### src/rtl/pss_peak_detector.sv
// pss_peak_detector
// Peak detector behind the PSS correlator.
// - Keeps a moving sum of the WINDOW_LEN samples before the current one.
// - Arms on a sample above (avg << DETECTION_SHIFT).
// - Refines the peak to the local maximum, reports it as a one-cycle pulse,
//   then ignores HOLDOFF_LEN samples before re-arming.
// Optional feature macro: PSS_PEAK_DETECTOR_CFO_CAPTURE_EN. When defined, it
// captures the correlator half sums C0/C1 together with the peak sample.
module pss_peak_detector #(
`ifdef PSS_PEAK_DETECTOR_CFO_CAPTURE_EN
  parameter int C_DW            = 64,
`endif
  parameter int IN_DW           = 24,
  parameter int WINDOW_LEN      = 8,
  parameter int DETECTION_SHIFT = 2,
  parameter int PEAK_WIN        = 4,
  parameter int HOLDOFF_LEN     = 16,
  parameter int IDX_DW          = 16
) (
  input  logic                             clk_i,
  input  logic                             reset_ni,
  input  logic [IN_DW-1:0]                 s_axis_in_tdata,
  input  logic                             s_axis_in_tvalid,
`ifdef PSS_PEAK_DETECTOR_CFO_CAPTURE_EN
  input  logic [C_DW-1:0]                  C0_i,
  input  logic [C_DW-1:0]                  C1_i,
  output logic [C_DW-1:0]                  C0_o,
  output logic [C_DW-1:0]                  C1_o,
`endif
  output logic                             peak_detected_o,
  output logic [IDX_DW-1:0]                peak_idx_o,
  output logic [IN_DW-1:0]                 peak_val_o,
  output logic [IN_DW+DETECTION_SHIFT-1:0] score_o
);

  localparam int LOG2W    = $clog2(WINDOW_LEN);
  localparam int SUM_DW   = IN_DW + LOG2W;
  localparam int THR_DW   = IN_DW + DETECTION_SHIFT;
  localparam int WARM_DW  = $clog2(WINDOW_LEN + 1);
  localparam int QUIET_DW = $clog2(PEAK_WIN + 1);
  localparam int HOLD_DW  = $clog2(HOLDOFF_LEN + 1);

  localparam logic [IDX_DW-1:0]   IDX_ONE     = IDX_DW'(1);
  localparam logic [WARM_DW-1:0]  WARM_ONE    = WARM_DW'(1);
  localparam logic [WARM_DW-1:0]  WARM_DONE   = WARM_DW'(WINDOW_LEN);
  localparam logic [QUIET_DW-1:0] QUIET_ONE   = QUIET_DW'(1);
  localparam logic [QUIET_DW-1:0] PEAK_WIN_M1 = QUIET_DW'(PEAK_WIN - 1);
  localparam logic [HOLD_DW-1:0]  HOLD_ONE    = HOLD_DW'(1);
  localparam logic [HOLD_DW-1:0]  HOLD_M1     = HOLD_DW'(HOLDOFF_LEN - 1);

  typedef enum logic [1:0] {
    ST_SEARCH  = 2'd0,
    ST_TRACK   = 2'd1,
    ST_HOLDOFF = 2'd2
  } state_t;

  logic [IN_DW-1:0]    dline_r [WINDOW_LEN];
  logic [SUM_DW-1:0]   sum_r;
  logic [IDX_DW-1:0]   sample_cnt_r;
  logic [WARM_DW-1:0]  warm_cnt_r;

  state_t              state_r, state_n;
  logic [QUIET_DW-1:0] quiet_r, quiet_n;
  logic [HOLD_DW-1:0]  hold_r, hold_n;
  logic [IN_DW-1:0]    max_r;
  logic [IDX_DW-1:0]   max_idx_r;

  logic [IN_DW-1:0]    avg_s;
  logic [THR_DW-1:0]   thr_s;
  logic                warm_done_s;
  logic                cand_s;
  logic                load_max_s;
  logic                report_s;

`ifdef PSS_PEAK_DETECTOR_CFO_CAPTURE_EN
  logic [C_DW-1:0]     c0_max_r;
  logic [C_DW-1:0]     c1_max_r;
`endif

  // The sum excludes the current sample, so the threshold depends only on history.
  assign avg_s       = sum_r[SUM_DW-1:LOG2W];
  assign thr_s       = THR_DW'(avg_s) << DETECTION_SHIFT;
  assign warm_done_s = (warm_cnt_r == WARM_DONE);
  assign cand_s      = warm_done_s && (THR_DW'(s_axis_in_tdata) > thr_s);
  assign score_o     = thr_s;

  // Delay line, running sum, sample index and warm-up counter advance on every accepted sample.
  always_ff @(posedge clk_i) begin
    if (!reset_ni) begin
      for (int i = 0; i < WINDOW_LEN; i++) begin
        dline_r[i] <= '0;
      end
      sum_r        <= '0;
      sample_cnt_r <= '0;
      warm_cnt_r   <= '0;
    end else if (s_axis_in_tvalid) begin
      dline_r[0] <= s_axis_in_tdata;
      for (int i = 1; i < WINDOW_LEN; i++) begin
        dline_r[i] <= dline_r[i-1];
      end
      sum_r        <= sum_r + SUM_DW'(s_axis_in_tdata) - SUM_DW'(dline_r[WINDOW_LEN-1]);
      sample_cnt_r <= sample_cnt_r + IDX_ONE;
      if (!warm_done_s) begin
        warm_cnt_r <= warm_cnt_r + WARM_ONE;
      end
    end
  end

  // FSM state and the quiet/hold-off counters.
  always_ff @(posedge clk_i) begin
    if (!reset_ni) begin
      state_r <= ST_SEARCH;
      quiet_r <= '0;
      hold_r  <= '0;
    end else begin
      state_r <= state_n;
      quiet_r <= quiet_n;
      hold_r  <= hold_n;
    end
  end

  // Next-state logic; transitions happen only on accepted samples.
  always_comb begin
    state_n    = state_r;
    quiet_n    = quiet_r;
    hold_n     = hold_r;
    load_max_s = 1'b0;
    report_s   = 1'b0;
    if (s_axis_in_tvalid) begin
      case (state_r)
        ST_SEARCH: begin
          if (cand_s) begin
            state_n    = ST_TRACK;
            load_max_s = 1'b1;
            quiet_n    = '0;
          end else begin
            state_n = ST_SEARCH;
          end
        end
        ST_TRACK: begin
          // Strict compare keeps the earliest index among equal maxima.
          if (s_axis_in_tdata > max_r) begin
            load_max_s = 1'b1;
            quiet_n    = '0;
          end else if (quiet_r == PEAK_WIN_M1) begin
            report_s = 1'b1;
            state_n  = ST_HOLDOFF;
            quiet_n  = '0;
            hold_n   = '0;
          end else begin
            quiet_n = quiet_r + QUIET_ONE;
          end
        end
        ST_HOLDOFF: begin
          if (hold_r == HOLD_M1) begin
            state_n = ST_SEARCH;
            hold_n  = '0;
          end else begin
            hold_n = hold_r + HOLD_ONE;
          end
        end
        default: begin
          state_n = ST_SEARCH;
        end
      endcase
    end else begin
      state_n = state_r;
    end
  end

  // Running maximum of the current peak and its context.
  always_ff @(posedge clk_i) begin
    if (!reset_ni) begin
      max_r     <= '0;
      max_idx_r <= '0;
`ifdef PSS_PEAK_DETECTOR_CFO_CAPTURE_EN
      c0_max_r  <= '0;
      c1_max_r  <= '0;
`endif
    end else if (load_max_s) begin
      max_r     <= s_axis_in_tdata;
      max_idx_r <= sample_cnt_r;
`ifdef PSS_PEAK_DETECTOR_CFO_CAPTURE_EN
      c0_max_r  <= C0_i;
      c1_max_r  <= C1_i;
`endif
    end
  end

  // Report registers: one-cycle pulse, values held until the next report.
  always_ff @(posedge clk_i) begin
    if (!reset_ni) begin
      peak_detected_o <= 1'b0;
      peak_idx_o      <= '0;
      peak_val_o      <= '0;
`ifdef PSS_PEAK_DETECTOR_CFO_CAPTURE_EN
      C0_o            <= '0;
      C1_o            <= '0;
`endif
    end else begin
      peak_detected_o <= report_s;
      if (report_s) begin
        peak_idx_o <= max_idx_r;
        peak_val_o <= max_r;
`ifdef PSS_PEAK_DETECTOR_CFO_CAPTURE_EN
        C0_o       <= c0_max_r;
        C1_o       <= c1_max_r;
`endif
      end
    end
  end

endmodule

### config.mk
export PLATFORM = sky130hd
export DESIGN_NAME = pss_peak_detector
export DESIGN_NICKNAME = d
export VERILOG_FILES = /design/src/rtl/pss_peak_detector.sv
export SDC_FILE = /design/constraint.sdc
export NUM_CORES = 1
export LEC_CHECK = 0
export BUFFER_PORTS_ARGS = -buffer_cell sky130_fd_sc_hd__buf_2
export CAP_MARGIN = 15
export CORE_MARGIN = 5
export CORE_UTILIZATION = 25
export CTS_BUF_LIST = sky130_fd_sc_hd__clkbuf_4 sky130_fd_sc_hd__clkbuf_8
export DETAILED_ROUTE_END_ITERATION = 6
export PLACE_DENSITY = 0.41
export SYNTH_ARGS = -nofsm -noshare
export SYNTH_HDL_FRONTEND = slang
export SYNTH_SLANG_ARGS = --single-unit
### constraint.sdc
create_clock -name clk_i -period 20 [get_ports clk_i]
set_input_delay 1 -clock clk_i [delete_from_list [all_inputs] [get_ports clk_i]]
set_output_delay 1 -clock clk_i [all_outputs]
set_load 0.02 [all_outputs]
==> results of run 1 <==
==> power by group through the flow <==
stage | sequential [uW] | combinational, uW | clock, uW
floorplan | 803 | 435 | 0
global placement | 816 | 548 | 0
detailed placement | 816 | 550 | 0
CTS | 802 | 555 | 739
global route | 805 | 623 | 766
finish | 800 | 544 | 708
==> metrics by stage <==
step                      total power (uW)  hold WS (ps)   util  instances
after floorplan                       1240           412      -       1481
after global placement                1360           419  0.268       2321
after detailed placement              1370           422  0.268       2321
after CTS                             2100           430  0.289       2431
after global routing                  2190           462  0.289       2431
final                                 2050           429  0.289       2431
==> sequential cells by signal, indices dropped and copies added (netlist names) <==
| name | cells |
|---|---|
| max_idx_r | 16 |
| hold_r | 5 |
| warm_cnt_r | 4 |
| peak_detected_o | 1 |
| sum_r | 27 |
| peak_idx_o | 16 |
| max_r | 24 |
| quiet_r | 3 |
| peak_val_o | 24 |
| dline_r | 192 |
| sample_cnt_r | 16 |
| state_r | 2 |
==> synth_stat cells, types with 6 or more instances <==
master,n,share of area
a211oi_1,6,0.0028
a21o_1,22,0.010
a21oi_1,54,0.017
a21oi_2,30,0.016
a31oi_1,7,0.0027
and2_1,53,0.020
and3_1,128,0.049
buf_2,20,0.0062
buf_4,30,0.014
clkbuf_1,58,0.013
dfxtp_1,138,0.17
edfxtp_1,192,0.36
fa_1,24,0.030
ha_1,79,0.061
inv_1,138,0.032
mux2i_1,11,0.0068
nand2_1,60,0.014
nand3_1,100,0.031
nand4_1,12,0.0046
nor2_1,77,0.018
nor2b_1,11,0.0042
o211ai_1,14,0.0065
o211ai_2,29,0.022
o21ai_0,21,0.0065
o21ai_1,25,0.0077
o22ai_1,12,0.0046
o31ai_1,15,0.0070
o31ai_2,9,0.0070
xnor2_1,14,0.0076
xor2_1,21,0.011
==> cell usage in the layout, fill, tap and decap left out, types with 5 or more instances in the layout <==
| master | synthesis | final |
|---|---|---|
| a211oi_1 | 6 | 6 |
| buf_4 | 30 | 12 |
| o31ai_1 | 15 | 15 |
| clkbuf_8 | 0 | 75 |
| clkbuf_4 | 2 | 23 |
| and3_1 | 128 | 128 |
| nand2_1 | 60 | 60 |
| edfxtp_1 | 192 | 192 |
| fa_1 | 24 | 24 |
| inv_1 | 138 | 136 |
| a21o_1 | 22 | 22 |
| a21oi_2 | 30 | 30 |
| nor2b_1 | 11 | 11 |
| ha_1 | 79 | 79 |
| o211ai_2 | 29 | 29 |
| o22ai_1 | 12 | 12 |
| nor2_1 | 77 | 76 |
| a21oi_1 | 54 | 54 |
| nand4_1 | 12 | 12 |
| buf_2 | 20 | 89 |
| mux2i_1 | 11 | 11 |
| o31ai_2 | 9 | 9 |
| and2_1 | 53 | 53 |
| or3_1 | 5 | 5 |
| a31oi_1 | 7 | 7 |
| xnor2_1 | 14 | 14 |
| xor2_1 | 21 | 21 |
| dfxtp_1 | 138 | 138 |
| o21ai_1 | 25 | 25 |
| nand3_1 | 100 | 100 |
| o21ai_0 | 21 | 21 |
| o211ai_1 | 14 | 14 |
==> path summary, 6_finish.rpt <==
path,from,end,slack (ps),depth (start not counted)
setup / recovery,s_axis_in_tdata[1],sum_r[24],16350,12
hold / removal,hold_r[4],hold_r[4],430,2
setup reg to reg,sum_r[3],sum_r[24],16560,12
hold reg to reg,hold_r[4],hold_r[4],430,2
==> area by class of cell <==
cell class	instances	area, um2	area share
well taps	855	1070	0.0576
flip-flops and latches	330	8530	0.459
repair buffers	102	547	0.0294
inverters	139	532	0.0286
clock inverters	12	136	0.00734
multi-input cells	895	6550	0.353
clock buffers	98	1200	0.0649
==> layer usage <==
| metal | vias to the layer above | GRT usage | part of all wire | wire (um) |
|---|---|---|---|---|
| met5 | - | 0 | 0 | 0 |
| met4 | 0 | 0.0355 | 0.023 | 940 |
| met3 | 64 | 0.0266 | 0.047 | 1890 |
| met2 | 157 | 0.181 | 0.46 | 18400 |
| met1 | 5269 | 0.152 | 0.47 | 18900 |
| li1 | 5326 | - | - | - |
==> critical path, cell delays in order <==
cell and delay [ps]:
buf_2 150, inv_1 90, fa_1 530, fa_1 450, nor2b_1 210, o31a_1 240
o2111ai_1 260, o21a_1 290, o21ai_1 420, a31oi_1 200, o21ai_1 190, a32o_1 180
==> kinds of logic after synthesis <==
family | after synthesis | share of synthesized area
DFF | 330 | 0.526
adders and majority gates | 103 | 0.0907
other | 1 | 0.000231
AOI/OAI and AO/OA | 275 | 0.131
and+or+nand+nor | 468 | 0.155
buffers and inverters | 256 | 0.0701
muxes | 12 | 0.00749
xor gates and xnor gates | 35 | 0.0189
==> reports/metrics.cfg, run 1 <==
[die]
die_h_um = 265
num_rows = 93
ios = 94
die_w_um = 265
core_area_um2 = 64300
dieArea_um2 = 70000
initial_core_util = 0.252

[worst_setup_path]
crit_fanout = 5
arrival_ps = 4220
crit_type = input port to register
endpoint_kind = register
required_ps = 20570
critical_path.startpoint_type = input port

[synth]
syn-cell-area_um2 = 16200
synth_edf_count = 192
async_flop_share = 0
yosys.cell_types.count = 71
syn_inst = 1480
ys_seq_elements = 330
yosysWarningCount = 0
synth_ff_type = edfxtp_1
avgSynthCellArea_um2 = 10.9
yosysSeqAreaShare = 0.526

[power_and_ir_drop]
clockPowerShare = 0.345
ir_drop_mv = 0.0492
power.density_nw_per_um2 = 110
netSwitchingPower_uw = 657
switching_share = 0.320
p_leak_uw = 0.00779
intPower_uw = 1400
pwr-share-comb = 0.265
seq_power_share = 0.390

[run_status]
status = complete, no violations

[clocking]
cts.sinks = 330
post_cts_buffers = 0
clk_pin_slew_ps = 70
numCtsBuffers = 59
worstSkewPairLatency_ps = 640
tritoncts = built
htreeDepth = 2
ctsHoldBuffers = 0
post_cts_resized = 0
ctsRootBufferMaster = clkbuf_8
clk_path_buf_depth = 3

[timing]
worst_slew_pin_slew_ps = 1060
max_slew_margin = 0.294
min_period_ps = 3650
finalCritPeriodShare = 0.182
slew_viol_final = 0
finalSetupTns_ps = 0
fin_worst_skew_ps = 36.0
finalHoldViolCount = 0
worst_slack_ps = 16350
rsz0062_at_grt = false
fmax_mhz = 274
setup_viol = 0

[placement]
pre_cts_slack_ps = 15620
place_area_um2 = 17200
place.detailed.hpwl_um = 26300
port-buffer-count = 91
gp_congestion = 0.765

[detailed_routing]
vias = 10816
wl_per_cell_um = 16.5
drc = 0
drtAntennaViolNets = 0
finalWirelength_um = 40100
drtIter0Drc = 465
drt-vias-per-instance = 4.45
drtPass1Iterations = 4

[min_path]
worstHoldPathType = register to register

[global_route]
grt_max_degree = 142
grt_first_pass_wirelength_um = 63900
grt.overflow.total = 0
antenna_found_initial = 0
grt_use_total = 0.113
first_global_vias = 11041

[final_layout]
drive_gt1_frac = 0.187
antenna_cells = 0
final_area_um2 = 18600
area_growth_pct = 14.6
fillers = 6757
nets = 1657

[run]
cap_viol_max_count = 0

Power figures use the tool's default switching activity.
==> run 2: changes to the inputs <==
--- a/config.mk
+++ b/config.mk
@@ -5,6 +5,7 @@
 export SDC_FILE = /design/constraint.sdc
 export NUM_CORES = 1
 export LEC_CHECK = 0
+export ABC_AREA = 1
 export BUFFER_PORTS_ARGS = -buffer_cell sky130_fd_sc_hd__buf_2
 export CAP_MARGIN = 15
 export CORE_MARGIN = 5
==> constraint.sdc (replaced) <==
create_clock -name clk_i -period 3.46 [get_ports clk_i]
set_input_delay 0.173 -clock clk_i [delete_from_list [all_inputs] [get_ports clk_i]]
set_output_delay 0.173 -clock clk_i [all_outputs]
set_load 0.02 [all_outputs]
==> run 2 against run 1 <==
  * Via count rose by 11%
  * Critical path depth up 1
  * Die area grew 0.86%
  * Routed wire length is 6.7% higher
  * Synthesized cell count is 28% higher
  * Combinational power rose to 6.7 times the previous value
  * Sequential share of layout area fell by 1.1 points
  * Clock power rose to 5.5 times the previous value
  * Register-to-register slack got worse by 16000 ps
  * Critical path type is now register to register
  * Largest cell class unchanged
==> reports/metrics.cfg, run 2 <==
[placement]
pre_cts_slack_ps = 463  ; -15,150 ps
gp_congestion = 0.813  ; +6.2%
place.detailed.hpwl_um = 30100  ; +15%
port-buffer-count = 91  ; unchanged

[worst_setup_path]
required_ps = 3960  ; -16,610 ps
critical_path.startpoint_type = register
crit_fanout = 5  ; unchanged
endpoint_kind = register
arrival_ps = 3440  ; -780 ps
crit_type = register to register

[power_and_ir_drop]
p_leak_uw = 0.00843  ; +8.3%
total_power_uw = 12200  ; +490%
ir_drop_mv = 0.246  ; +400%
power.density_nw_per_um2 = 639  ; +480%

[global_route]
antenna_found_initial = 0  ; unchanged
grt.overflow.total = 0  ; unchanged
grt_max_degree = 157  ; +11%
first_global_vias = 11973  ; +8.4%
grt_first_pass_wirelength_um = 67200  ; +5.2%
grt_use_total = 0.119  ; +0.00622

[timing]
slew_viol_final = 0  ; unchanged
worst_slack_ps = 524  ; -15,830 ps
min_period_ps = 2940
setup_viol = 0  ; unchanged
finalCritPeriodShare = 0.848
rsz0062_at_grt = false
fin_worst_skew_ps = 50.8  ; +14.8 ps
finalHoldViolCount = 0  ; unchanged
max_slew_margin = 0.382  ; +0.0886
worst_slew_pin_slew_ps = 926  ; -133 ps
finalSetupTns_ps = 0  ; unchanged
fmax_mhz = 341

[synth]
yosysWarningCount = 0  ; unchanged
synth_commonest_cells = 373 x inv_1, 317 x nand2_1, 274 x nor2_1, 192 x edfxtp_1, 144 x a21oi_1
post-synth-top-count-cell = inv_1
synthTopCellsByArea = edfxtp_1 35%, dfxtp_1 17%, inv_1 8.6%
yosysSeqAreaShare = 0.522  ; -0.00463
syn-cell-area_um2 = 16300  ; +0.89%
synth_ff_type = edfxtp_1
syn_inst = 1899  ; +28%
avgSynthCellArea_um2 = 8.61  ; -21%
yosys.cell_types.count = 43  ; -39%
synth_top_area_cell = edfxtp_1
ys_seq_elements = 330  ; unchanged
async_flop_share = 0  ; unchanged
synth_edf_count = 192  ; unchanged
synth_top_area_share = 0.353  ; -0.00313

[final_layout]
area_growth_pct = 16.5
final_common_cell = inv_1
largest_reg_flops = 192  ; unchanged
fillers = 6928  ; +2.5%
regMostFlops = dline_r
layout_common_cells = 372 x inv_1, 316 x nand2_1, 273 x nor2_1
drive_gt1_frac = 0.114  ; -0.0732
reg.largest.list = dline_r: 192 flops, sum_r: 27 flops
nets = 2127  ; +28%

[detailed_routing]
vias = 11974  ; +11%
drtIter0Drc = 587  ; +26%
drt-vias-per-instance = 4.13  ; -7.2%
drc = 0  ; unchanged
drtAntennaViolNets = 0  ; unchanged
wl_per_cell_um = 14.7  ; -11%
drtPass1Iterations = 4  ; unchanged
finalWirelength_um = 42800  ; +6.7%

[die]
dieArea_um2 = 70600  ; +0.86%
initial_core_util = 0.253  ; +0.00132
core_area_um2 = 64600  ; +0.36%
die_h_um = 266  ; +0.43%
num_rows = 93  ; unchanged
die_w_um = 266  ; +0.43%
ios = 94  ; unchanged

[run_status]
status = complete, no violations

[clocking]
htreeDepth = 2  ; unchanged
tritoncts = built
clk_pin_slew_ps = 60  ; about the same
clk_path_buf_depth = 3  ; unchanged
numCtsBuffers = 57  ; -3.4%
post_cts_resized = 0  ; unchanged
worstSkewPairLatency_ps = 660  ; +20 ps
ctsRootBufferMaster = clkbuf_8
cts.sinks = 330  ; unchanged

[run]
cap_viol_max_count = 0  ; unchanged

[min_path]
worstHoldPathType = input port to register

==> run 2: cell types whose count changed after synthesis, moves of 16 or more <==
cell	change
nand2_1	+257
inv_1	+235
nor2_1	+197
and3_1	-128
a21oi_1	+90
and2_1	-52
o21ai_0	+37
o211ai_2	-29
clkbuf_1	-26
o21ai_1	-22
a21oi_2	-20
xor2_1	-18
nor3_1	+17
a21o_1	-16
==> run 2: worst paths after layout <==
check | depth (start not counted) | endpoint | startpoint | slack, ps
worst max-delay path | 13 | sum_r[23] | sum_r[3] | 520
worst max register to register | 13 | sum_r[23] | sum_r[3] | 520
worst min register to register | 2 | quiet_r[2] | quiet_r[2] | 440
worst min-delay path | 5 | max_r[9] | s_axis_in_tdata[9] | 60
==> run 2: per-stage QoR <==
stage                     area, um2  instances  hold slack (ps)   util
after global routing          19000       2900             35.1  0.295
after detailed placement      17600       2773              430  0.273
after CTS                     19000       2900            0.434  0.295
final                         19000       2901             55.8  0.295
after global placement        17600       2773              427  0.273
after floorplan               16400       1900              343      -
==> run 2: logic make-up after synthesis <==
| logic type | share of synthesized area |
|---|---|
| xor+xnor | 0.00161 |
| compound gates | 0.0801 |
| fa+ha+maj | 0.0899 |
| buf+inv | 0.117 |
| simple gates | 0.190 |
| flops | 0.522 |
| other cells | 0.000229 |
==> run 2: timing repair <==
item                                   4_1_cts  5_1_grt
setup buffers                                0        0
hold buffers                                20        0
endpoints found under the hold margin       39        0
==> run 2: area by class of cell <==
cell class                 instances  area (um2)  area share
tap                              855        1070      0.0562
multi-input combinational       1103        5930       0.311
clock buffer                      85        1040      0.0545
timing repair buffer             131         861      0.0452
sequential                       330        8530       0.448
antenna                            1        2.50    0.000131
inverter                         374        1410      0.0741
clock inverter                    22         201      0.0106
==> run 2: report_power, final <==
group / switching, uW / internal [uW]
combinational: 2520 / 1150
sequential: 171 / 4470
clock: 1710 / 2160
total: 4390 / 7780
==> run 2: worst max-delay path, cell delays in order, from the launching register on <==
cell	delay [ps]
dfxtp_1	450
inv_1	110
fa_1	510
inv_1	40
ha_1	330
nand2_1	130
o21ai_1	210
nor2_1	80
o21ai_1	390
nand2_1	130
nand3_1	190
nand2_1	80
nand2_1	60
o21ai_1	70
==> run 2: per-layer routing <==
metal | routed length [um] | vias to the layer above | global-route usage
met5 | 0 | - | 0
met4 | 810 | 0 | 0.0305
met3 | 1940 | 57 | 0.0264
met2 | 19300 | 152 | 0.193
met1 | 20700 | 5556 | 0.162
li1 | - | 6209 | -
